[src/rtl/sms_clk_rst_ctl.sv]
// -----------------------------------------------------------------------------
// sms_clk_rst_ctl
//
// Clock-enable and reset sequencer for the SMS core. The block runs on the
// 53.693175 MHz PLL output and qualifies it with the PLL lock flag. It holds
// the core in reset until lock has been stable for LOCK_HOLD cycles. It then
// produces single-cycle clock enables for the Z80 (/CPU_DIV), the VDP
// (/VDP_DIV) and the PSG (/PSG_DIV of the ungated CPU rate). This is the
// only consumer of the raw lock flag.
//
// Parameters:
//   LOCK_HOLD  clk_sys cycles lock must stay high before reset releases
//   CPU_DIV    clk_sys cycles per ce_cpu pulse (>= 2)
//   VDP_DIV    clk_sys cycles per ce_vdp pulse (>= 2)
//   PSG_DIV    ungated CPU-enable periods per ce_psg pulse (>= 1)
//
// Ports:
//   i_clk_sys        PLL output clock
//   i_rst_n          asynchronous active-low reset
//   i_pll_locked     PLL lock flag, asynchronous to i_clk_sys
//   i_pause          1 = suppress CPU/PSG enables (the counters keep running)
//   o_core_rst       synchronous active-high reset to the SMS core
//   o_ce_cpu         Z80 clock enable, one-cycle pulse
//   o_ce_vdp         VDP clock enable, one-cycle pulse
//   o_ce_psg         PSG clock enable, always coincident with a CPU slot
//   o_running        1 while in RUN
//   o_lock_loss_cnt  saturating count of lock losses
// -----------------------------------------------------------------------------
module sms_clk_rst_ctl #(
    parameter int LOCK_HOLD = 1024,
    parameter int CPU_DIV   = 15,
    parameter int VDP_DIV   = 10,
    parameter int PSG_DIV   = 16
) (
    input  logic       i_clk_sys,
    input  logic       i_rst_n,
    input  logic       i_pll_locked,
    input  logic       i_pause,
    output logic       o_core_rst,
    output logic       o_ce_cpu,
    output logic       o_ce_vdp,
    output logic       o_ce_psg,
    output logic       o_running,
    output logic [7:0] o_lock_loss_cnt
);

    localparam int CPU_W = (CPU_DIV > 2) ? $clog2(CPU_DIV) : 1;
    localparam int VDP_W = (VDP_DIV > 2) ? $clog2(VDP_DIV) : 1;
    localparam int PSG_W = (PSG_DIV > 2) ? $clog2(PSG_DIV) : 1;

    localparam logic [15:0]      HOLD_LAST = 16'(LOCK_HOLD - 1);
    localparam logic [CPU_W-1:0] CPU_LAST  = CPU_W'(CPU_DIV - 1);
    localparam logic [VDP_W-1:0] VDP_LAST  = VDP_W'(VDP_DIV - 1);
    localparam logic [PSG_W-1:0] PSG_LAST  = PSG_W'(PSG_DIV - 1);

    typedef enum logic [1:0] {
        ST_WAIT_LOCK = 2'd0,
        ST_HOLD      = 2'd1,
        ST_RUN       = 2'd2
    } state_t;

    logic             r_sync_meta;
    logic             r_sync_q;
    state_t           r_state;
    logic [15:0]      r_hold_cnt;
    logic [CPU_W-1:0] r_cpu_cnt;
    logic [VDP_W-1:0] r_vdp_cnt;
    logic [PSG_W-1:0] r_psg_cnt;
    logic             r_core_rst;
    logic             r_ce_cpu;
    logic             r_ce_vdp;
    logic             r_ce_psg;
    logic             r_running;
    logic [7:0]       r_lock_loss_cnt;

    state_t           w_next_state;
    logic             w_lock_lost;
    logic             w_run_nxt;
    logic             w_cpu_tc;
    logic [15:0]      w_hold_cnt_nxt;
    logic [CPU_W-1:0] w_cpu_cnt_nxt;
    logic [VDP_W-1:0] w_vdp_cnt_nxt;
    logic [PSG_W-1:0] w_psg_cnt_nxt;

    // Two-flop synchronizer for the asynchronous lock flag. Everything
    // downstream looks only at r_sync_q.
    always_ff @(posedge i_clk_sys or negedge i_rst_n) begin
        if (!i_rst_n) begin
            r_sync_meta <= 1'b0;
            r_sync_q    <= 1'b0;
        end else begin
            r_sync_meta <= i_pll_locked;
            r_sync_q    <= r_sync_meta;
        end
    end

    // State register.
    always_ff @(posedge i_clk_sys or negedge i_rst_n) begin
        if (!i_rst_n) begin
            r_state <= ST_WAIT_LOCK;
        end else begin
            r_state <= w_next_state;
        end
    end

    // Next-state logic. Any loss of synchronized lock outside WAIT_LOCK
    // returns to WAIT_LOCK and is counted as a lock loss.
    always_comb begin
        w_next_state = r_state;
        w_lock_lost  = 1'b0;
        case (r_state)
            ST_WAIT_LOCK: begin
                if (r_sync_q) begin
                    w_next_state = ST_HOLD;
                end
            end
            ST_HOLD: begin
                if (!r_sync_q) begin
                    w_next_state = ST_WAIT_LOCK;
                    w_lock_lost  = 1'b1;
                end else if (r_hold_cnt == HOLD_LAST) begin
                    w_next_state = ST_RUN;
                end
            end
            ST_RUN: begin
                if (!r_sync_q) begin
                    w_next_state = ST_WAIT_LOCK;
                    w_lock_lost  = 1'b1;
                end
            end
            default: begin
                w_next_state = ST_WAIT_LOCK;
            end
        endcase
    end

    // Counter next values. The hold counter runs only while the FSM stays in
    // HOLD. The dividers run only while it stays in RUN, so they restart
    // from zero on every RUN entry and the enable phase after lock is
    // deterministic. The PSG counter advances on every raw CPU terminal
    // count, independent of pause.
    always_comb begin
        w_hold_cnt_nxt = '0;
        w_cpu_cnt_nxt  = '0;
        w_vdp_cnt_nxt  = '0;
        w_psg_cnt_nxt  = '0;
        w_cpu_tc       = (r_cpu_cnt == CPU_LAST);
        w_run_nxt      = (w_next_state == ST_RUN);

        if (r_state == ST_HOLD && w_next_state == ST_HOLD) begin
            w_hold_cnt_nxt = r_hold_cnt + 16'd1;
        end

        if (r_state == ST_RUN && w_run_nxt) begin
            w_cpu_cnt_nxt = w_cpu_tc ? '0 : r_cpu_cnt + CPU_W'(1);
            w_vdp_cnt_nxt = (r_vdp_cnt == VDP_LAST) ? '0 : r_vdp_cnt + VDP_W'(1);
            if (w_cpu_tc) begin
                w_psg_cnt_nxt = (r_psg_cnt == PSG_LAST) ? '0 : r_psg_cnt + PSG_W'(1);
            end else begin
                w_psg_cnt_nxt = r_psg_cnt;
            end
        end
    end

    // Counters and registered outputs. The enables are decoded from the
    // counter values that become current on this edge, so each pulse lines up
    // with the cycle in which its counter sits at terminal count. Because they
    // are gated with the next state, no pulse can appear once RUN is left.
    always_ff @(posedge i_clk_sys or negedge i_rst_n) begin
        if (!i_rst_n) begin
            r_hold_cnt      <= '0;
            r_cpu_cnt       <= '0;
            r_vdp_cnt       <= '0;
            r_psg_cnt       <= '0;
            r_core_rst      <= 1'b1;
            r_running       <= 1'b0;
            r_ce_cpu        <= 1'b0;
            r_ce_vdp        <= 1'b0;
            r_ce_psg        <= 1'b0;
            r_lock_loss_cnt <= '0;
        end else begin
            r_hold_cnt <= w_hold_cnt_nxt;
            r_cpu_cnt  <= w_cpu_cnt_nxt;
            r_vdp_cnt  <= w_vdp_cnt_nxt;
            r_psg_cnt  <= w_psg_cnt_nxt;
            r_core_rst <= !w_run_nxt;
            r_running  <= w_run_nxt;
            r_ce_cpu   <= w_run_nxt && (w_cpu_cnt_nxt == CPU_LAST) && !i_pause;
            r_ce_vdp   <= w_run_nxt && (w_vdp_cnt_nxt == VDP_LAST);
            r_ce_psg   <= w_run_nxt && (w_cpu_cnt_nxt == CPU_LAST)
                          && (w_psg_cnt_nxt == PSG_LAST) && !i_pause;
            if (w_lock_lost && r_lock_loss_cnt != 8'hFF) begin
                r_lock_loss_cnt <= r_lock_loss_cnt + 8'd1;
            end
        end
    end

    assign o_core_rst      = r_core_rst;
    assign o_ce_cpu        = r_ce_cpu;
    assign o_ce_vdp        = r_ce_vdp;
    assign o_ce_psg        = r_ce_psg;
    assign o_running       = r_running;
    assign o_lock_loss_cnt = r_lock_loss_cnt;

endmodule

[config.mk]
export PLATFORM = sky130hd
export DESIGN_NAME = sms_clk_rst_ctl
export DESIGN_NICKNAME = d
export VERILOG_FILES = /design/src/rtl/sms_clk_rst_ctl.sv
export SDC_FILE = /design/constraint.sdc
export NUM_CORES = 1
export LEC_CHECK = 0
export CORE_ASPECT_RATIO = 1.1
export CORE_MARGIN = 4
export CORE_UTILIZATION = 50
export CTS_BUF_LIST = sky130_fd_sc_hd__clkbuf_4 sky130_fd_sc_hd__clkbuf_8 sky130_fd_sc_hd__clkbuf_16
export DETAILED_ROUTE_END_ITERATION = 8
export GPL_TIMING_DRIVEN = 0
export PLACE_DENSITY = 0.73
export SETUP_SLACK_MARGIN = 0.4
export SYNTH_ARGS = -nofsm -noshare
export SYNTH_HDL_FRONTEND = slang
export SYNTH_SLANG_ARGS = --single-unit
[constraint.sdc]
create_clock -name i_clk_sys -period 1.6 [get_ports i_clk_sys]
set_input_delay 0.16 -clock i_clk_sys [delete_from_list [all_inputs] [get_ports i_clk_sys]]
set_output_delay 0.16 -clock i_clk_sys [all_outputs]
set_load 0.01 [all_outputs]
==> results of run 1 <==
[where the power goes]
| group | internal, mW | leakage [nW] | switching, mW |
|---|---|---|---|
| clock network | 0.320 | 0.0484 | 0.380 |
| logic | 0.630 | 0.754 | 0.628 |
| registers | 1.25 | 0.605 | 0.130 |
| total | 2.20 | 1.41 | 1.14 |
[cells in the mapped netlist (2+ instances only)]
cell type and number:
sky130_fd_sc_hd__nor3_1 6, sky130_fd_sc_hd__inv_1 9, sky130_fd_sc_hd__a211oi_1 2, sky130_fd_sc_hd__nand2_1 23, sky130_fd_sc_hd__dfrtp_1 44, sky130_fd_sc_hd__and3_1 4
sky130_fd_sc_hd__nand4_1 3, sky130_fd_sc_hd__clkbuf_1 2, sky130_fd_sc_hd__xor2_1 12, sky130_fd_sc_hd__xnor2_1 14, sky130_fd_sc_hd__and2_1 2, sky130_fd_sc_hd__ha_1 11
sky130_fd_sc_hd__o21ai_0 5, sky130_fd_sc_hd__nand3_1 10, sky130_fd_sc_hd__nor2_1 30, sky130_fd_sc_hd__nor3_2 4, sky130_fd_sc_hd__a21oi_1 8
[layer usage]
layer	up-vias	GRT usage (%)
met1	828	21.0
met3	12	2.85
met5	-	0
met4	0	8.65
li1	832	-
met2	39	29.0
[flip-flops by register name (all words and copies together) (netlist names)]
signal           cells
r_sync_meta          1
r_sync_q             1
o_ce_psg             1
r_state              2
o_core_rst           1
r_vdp_cnt            4
o_ce_cpu             1
r_psg_cnt            4
o_running            1
o_lock_loss_cnt      8
r_hold_cnt          16
r_cpu_cnt            4
o_ce_vdp             1
[cell families (layout without fill, tap and decap cells)]
kind of cell               count (synthesis)  count (layout)
and+or+nand+nor                           94              94
DFF                                       45              45
xor gates and xnor gates                  26              26
AOI/OAI and AO/OA                         22              22
buffers and inverters                     13              69
adders and majority gates                 11              11
muxes                                      2               2
[worst max-delay path by stage]
stage / to / cells after the start
final: o_ce_psg / 5
after global placement: r_psg_cnt[1] / 1
after floorplan: o_ce_psg / 5
after detailed placement: o_ce_psg / 7
after CTS: o_ce_psg / 5
after global routing: o_ce_psg / 5
[worst max-delay path: stages, from the launching register on]
cell and delay (ns):
sky130_fd_sc_hd__dfrtp_1 0.40, sky130_fd_sc_hd__or4_4 0.55, sky130_fd_sc_hd__nor3_4 0.19, sky130_fd_sc_hd__a31o_4 0.22
sky130_fd_sc_hd__nor4b_4 0.21, sky130_fd_sc_hd__nor3b_2 0.20
[final cells by class]
type | count | area (um2)
buffer | 4 | 38.8
clock buffer | 6 | 76.3
clock inverter | 2 | 10.0
fill | 270 | 1180
inverter | 9 | 36.3
multi-input combinational | 155 | 1330
sequential | 45 | 1130
tap | 54 | 67.6
timing repair buffer | 48 | 410
[repair_timing]
| item | in CTS | in global routing |
|---|---|---|
| setup endpoints to repair | 56 | 49 |
| hold buffers | 1 | 0 |
| endpoints found under the hold margin | 20 | 0 |
| gates resized for setup | 51 | 66 |
| pin swaps | 13 | 21 |
| cloned | 2 | 0 |
| buffers inserted | 14 | 14 |
==> qor.log, run 1 <==
qor: cts.cts-buffers-inserted 5
qor: logic_synthesis.synth_edf_count 0
qor: timing.setup_skew_after_layout 0.00731 ns
qor: cts.tritoncts done
qor: setup_path.crit_arrival 2.06 ns
qor: route.met1_length 2090 um
qor: hold_path.min_from i_pll_locked
qor: route.highest-signal-layer met4
qor: route.routed-via-count 1711
qor: logic_synthesis.synthCells 213
qor: route.drt_first_iter_violations 81
qor: hold_path.timing.hold.worst_path_depth 1
qor: logic_synthesis.synth_xor_xnor_area_share 10.3%
qor: setup_path.critPathLaunch r_hold_cnt[10]
qor: grt.largest_net_degree_at_the_start_of_global_routing 25
qor: cts.worst_setup_hold_path_clk_slew 0.08 ns
qor: final_layout.final_util 72.4%
qor: timing.timing.final.crit_share 115%
qor: grt.gr-total-overflow 0
qor: logic_synthesis.yosys.area_share.adder 6.20%
qor: final_layout.antennaDiodeCount 0
qor: logic_synthesis.yosys.area_share.simple 22.5%
qor: final_layout.final_layout_size_suffix_gt1_share 43.1%
qor: setup_path.worstSetupStartpointType flop
qor: cts.clock_tree.htree_level_count 2
qor: timing.final-setup-viol-count 37
qor: placement.globalplace.congestion 0.755
qor: floorplan.die_height 77.9 um
qor: timing.final.hold.worst_slack 0.296 ns
qor: logic_synthesis.synthesized_flop_and_latch_total 45
qor: cts.cts.root.buffer_cell sky130_fd_sc_hd__clkbuf_8
qor: logic_synthesis.synth_area 2220 um2
qor: route.postRouteWirelength 5020 um
qor: floorplan.rows 25
qor: grt.antenna_found_initial 0
qor: pwr.power_density 1080 nW/um2
qor: timing.rsz0062_at_grt yes
qor: pwr.power_leakage 1.41 nW
qor: placement.dpl.cell_count 284
qor: logic_synthesis.netlist.top_cell.by_area sky130_fd_sc_hd__dfrtp_1
qor: route.ant_nets 0
qor: floorplan.floorplan.io_pins 17
qor: logic_synthesis.synth.lib_cells_used.distinct 41
qor: outcome.status finished, violations left
qor: setup_path.setup.worst_path.class reg -> reg
qor: final_layout.layout-area-overhead-vs-synth 39.6%
qor: hold_path.hold_path_end r_sync_meta
qor: placement.placed_area 2500 um2
qor: floorplan.initial_utilization 51.8%
qor: job.maxCapViolCount 0
qor: grt.grt_util_all_layers 17.2%
qor: setup_path.crit-reg2reg-capture o_ce_psg
qor: floorplan.fp.dieArea 5570 um2
qor: logic_synthesis.largest_family_of_logic_cells_by_synthesized_area simple AND/OR/NAND/NOR gates
qor: setup_path.worst-endpoint-required 1.82 ns
qor: route.length_of_routed_met3_wiring 170 um
qor: final_layout.layout.nets 283
qor: setup_path.cp_max_fanout 3
qor: hold_path.min-delay-path-class in -> reg
qor: final_layout.fin_area 3100 um2
qor: route.wl_per_cell 15.5 um
qor: timing.max-slew-margin-rel 63.4%
qor: pwr.vdd_ir_drop_max 963 uV
qor: setup_path.reg2reg_depth 5
qor: logic_synthesis.synth-compound-area-share 6.87%
qor: setup_path.worst-r2r-setup-slack -0.24 ns
qor: setup_path.critical_path.reg2reg.startpoint r_hold_cnt[10]
qor: logic_synthesis.post_synth_main_area_contributors sky130_fd_sc_hd__dfrtp_1 (50%), sky130_fd_sc_hd__ha_1 (6.2%), sky130_fd_sc_hd__xnor2_1 (5.5%)
qor: final_layout.layout_common_cells sky130_fd_sc_hd__dfrtp_1 (41), sky130_fd_sc_hd__buf_4 (23), sky130_fd_sc_hd__nand2_1 (17)
qor: logic_synthesis.yosys-mux-area-fraction 0.958%
qor: logic_synthesis.synth-seq-area-share 50.8%
qor: route.vias_per_cell 5.30
qor: final_layout.final-instance-count-excl-fill 323
qor: cts.clock_network_latency_to_the_later_pin_of_the_worst_skew_pair 0.30 ns
qor: placement.portBuffers 16
qor: outcome.violations_in_the_final_reports negative setup slack
qor: logic_synthesis.syn-mean-instance-area 10.4 um2
qor: setup_path.crit_path_end_kind flop
qor: logic_synthesis.ys.warnings.count 0
qor: pwr.p_total 3.34 mW
qor: grt.grt_pass1_vias 1629
qor: final_layout.layout.cells.most_common sky130_fd_sc_hd__dfrtp_1
qor: timing.setup-tns-final -5.41 ns
qor: route.drtPass1Iterations 6
qor: timing.hold_viol 0
qor: logic_synthesis.net_count_of_the_mapped_netlist 228
qor: logic_synthesis.yosys_most_used_dff sky130_fd_sc_hd__dfrtp_1
qor: placement.dp_worst_setup_slack -0.343 ns
qor: cts.cts_num_sinks 45
qor: timing.worst-slew-pin-transition 0.548 ns
qor: floorplan.fp.coreArea 4290 um2
qor: placement.hpwl 2540 um
qor: timing.final_period_minus_worst_setup_slack 1.84 ns
qor: floorplan.die-width 71.5 um
qor: logic_synthesis.synthDominantCellAreaShare 49.6%
qor: logic_synthesis.async_reset_ff_share 100%
qor: timing.fmaxAchievable 0.543 GHz
qor: cts.ctsLongestPathBuffers 2
qor: route.post-route-drc-count 0
qor: grt.wire_length_of_the_first_global_routing_pass 7500 um
qor: timing.finalMaxSlewViolations 0
qor: timing.worst_slack -0.241 ns
qor: route.met2_length 2610 um
No activity file was read; power rests on OpenSTA's default activity.
==> run 2: changes to the inputs <==
Settings changed: CORE_UTILIZATION 50 to 52, MAX_ROUTING_LAYER from default to met4, PLACE_DENSITY 0.73 to 0.75.
==> qor.log, run 2 (same netlist as run 1, synthesis figures left out) <==
qor: outcome.status finished, violations left
qor: outcome.violations_in_the_final_reports negative setup slack
qor: timing.final-setup-viol-count 38
qor: cts.clock_tree.htree_level_count 2
qor: final_layout.fin_area 3120 um2
qor: pwr.power_leakage 1.42 nW
qor: placement.hpwl 2520 um
qor: grt.gr-total-overflow 0
qor: cts.cts_num_sinks 45
qor: setup_path.setup.worst_path.class reg -> reg
qor: floorplan.fp.coreArea 4050 um2
qor: pwr.power_density 1050 nW/um2
qor: final_layout.layout.nets 282
qor: setup_path.cp_max_fanout 5
qor: route.postRouteWirelength 4590 um
qor: floorplan.die-width 70.3 um
qor: pwr.p_total 3.27 mW
qor: placement.placed_area 2490 um2
qor: cts.worst_setup_hold_path_clk_slew 0.08 ns
qor: timing.fmaxAchievable 0.534 GHz
qor: timing.finalMaxSlewViolations 0
qor: final_layout.fillers 249
qor: floorplan.fp.dieArea 5380 um2
qor: grt.wire_length_of_the_first_global_routing_pass 7510 um
qor: final_layout.largest_reg_flops 16
qor: timing.hold_viol 0
qor: placement.globalplace.congestion 0.837
qor: final_layout.final_util 77.0%
qor: pwr.switching_power 1.04 mW
qor: setup_path.worst_path_max_delay_cell sky130_fd_sc_hd__or4_4
qor: setup_path.worstSetupStartpointType flop
qor: timing.setup_skew_after_layout 0.00973 ns
qor: route.wl_per_cell 14.4 um
qor: timing.final_period_minus_worst_setup_slack 1.87 ns
qor: hold_path.min-delay-path-class in -> reg
qor: floorplan.rows 24
qor: final_layout.layout-area-overhead-vs-synth 40.5%
qor: pwr.vdd_ir_drop_max 943 uV
qor: pwr.part_of_the_total_power_dissipated_in_combinational_logic 35.9%
qor: cts.ctsLongestPathBuffers 2
qor: grt.global_route.peak_usage_layer met2
qor: grt.globalRouteMet2Util 29.2%
qor: final_layout.antennaDiodeCount 0
qor: floorplan.floorplan.io_pins 17
qor: pwr.share_seq_of_total_power 42.4%
qor: setup_path.crit_path_end_kind flop
qor: timing.worst-slew-pin-transition 0.425 ns
qor: pwr.power.switching_fraction 31.9%
qor: grt.use_met3 2.51%
qor: route.ant_nets 0
qor: setup_path.worst-endpoint-required 1.78 ns
qor: cts.clock_network_latency_to_the_later_pin_of_the_worst_skew_pair 0.29 ns
qor: grt.antenna_found_initial 0
qor: final_layout.final_layout_size_suffix_gt1_share 43.4%
qor: timing.max-slew-margin-rel 71.7%
qor: final_layout.layout.cells.most_common sky130_fd_sc_hd__dfrtp_1
qor: route.routed-via-count 1704
qor: pwr.part_of_the_power_in_the_clock_network 21.7%
qor: setup_path.timing.critical_path.slowest_cell_delay 0.56 ns
qor: floorplan.die_height 76.5 um
qor: setup_path.crit_arrival 2.05 ns
qor: route.drtPass1Iterations 4
qor: timing.rsz0062_at_grt yes
qor: final_layout.final-instance-count-excl-fill 319
qor: route.post-route-drc-count 0
qor: timing.worst_slack -0.274 ns
qor: job.maxCapViolCount 0
qor: placement.portBuffers 16
qor: cts.tritoncts done
qor: cts.cts-buffers-inserted 5
qor: grt.grt_util_all_layers 17.6%
qor: floorplan.initial_utilization 54.8%
qor: route.drt_first_iter_violations 91
qor: timing.timing.final.crit_share 117%
qor: setup_path.cp_cell_sequence or4_4 > nor3_4 > buf_4 > nand4b_1 > nand3_2 > buf_6 > nor2_2
qor: grt.global_route.usage.met1 21.3%
qor: final_layout.layout_common_cells sky130_fd_sc_hd__dfrtp_1 (42), sky130_fd_sc_hd__buf_4 (20), sky130_fd_sc_hd__nand2_1 (17)
qor: timing.setup-tns-final -6.98 ns
qor: final_layout.registers.top_by_ff_count r_hold_cnt
qor: grt.grt_pass1_vias 1718
qor: placement.dpl.cell_count 282
qor: cts.cts.root.buffer_cell sky130_fd_sc_hd__clkbuf_8
qor: route.vias_per_cell 5.34
qor: pwr.p_int 2.23 mW
qor: grt.largest_net_degree_at_the_start_of_global_routing 29
-- run 2: cell types whose count changed in the layout (fill, tap and decap cells not counted), sizes merged --
cell | previous run | this run
clkinv | 2 | 0
buf | 37 | 35
dlygate4sd2 | 6 | 8
-- run 2: layer usage --
metal,up-vias,share of wire (%)
met2,33,53
met4,0,2.1
met1,824,42
li1,835,-
met5,-,0
met3,12,2.9
-- run 2: critical path: cells and delay by family, from the launching register on --
kind	cells	cell delay [ns]
simple gates	5	1.07
buf+inv	2	0.30
flops	1	0.40
-- run 2: power groups by stage --
stage | combinational, mW | clock [mW] | sequential (mW)
floorplan | 0.395 | 0 | 1.39
global placement | 0.660 | 0 | 1.38
detailed placement | 0.680 | 0 | 1.38
CTS | 0.935 | 0.722 | 1.34
global route | 1.27 | 0.787 | 1.40
finish | 1.17 | 0.710 | 1.38
-- run 2: cell type report --
| type | instances | area (um2) | share of cell area, % |
|---|---|---|---|
| tap | 52 | 65.1 | 2.09 |
| inverter | 9 | 33.8 | 1.08 |
| buffer | 4 | 35.0 | 1.12 |
| sequential | 45 | 1130 | 36.2 |
| clock buffer | 7 | 90.1 | 2.89 |
| multi-input combinational | 155 | 1350 | 43.3 |
| timing repair buffer | 47 | 417 | 13.4 |
-- run 2: path summary, 6_finish.rpt --
path | start | end | slack (ns) | depth (start not counted)
max reg2reg | r_hold_cnt[10] | r_hold_cnt[14] | -0.27 | 7
max in group asynchronous | i_rst_n | r_state[0] | 0.76 | 3
min in group asynchronous | i_rst_n | r_hold_cnt[7] | 0.33 | 2
max | r_hold_cnt[10] | r_hold_cnt[14] | -0.27 | 7
min reg2reg | r_sync_meta | r_sync_q | 0.35 | 0
min | i_pll_locked | r_sync_meta | 0.31 | 1
-- run 2: timing repair --
action,in CTS,in global routing
resized for setup,49,67
hold buffers,1,0
gates cloned,2,0
endpoints found under the setup margin,56,50
endpoints found under the hold margin,16,0
buffers inserted,15,12
pin swaps,10,19
-- run 2: through the flow --
step | hold WS (ns) | setup slack, ns
2_1_floorplan | -0.136 | -0.120
3_3_place_gp | 0.333 | -0.810
3_5_place_dp | 0.125 | -0.311
4_1_cts | 0.303 | -0.210
5_1_grt | 0.309 | -0.318
6_report | 0.314 | -0.274
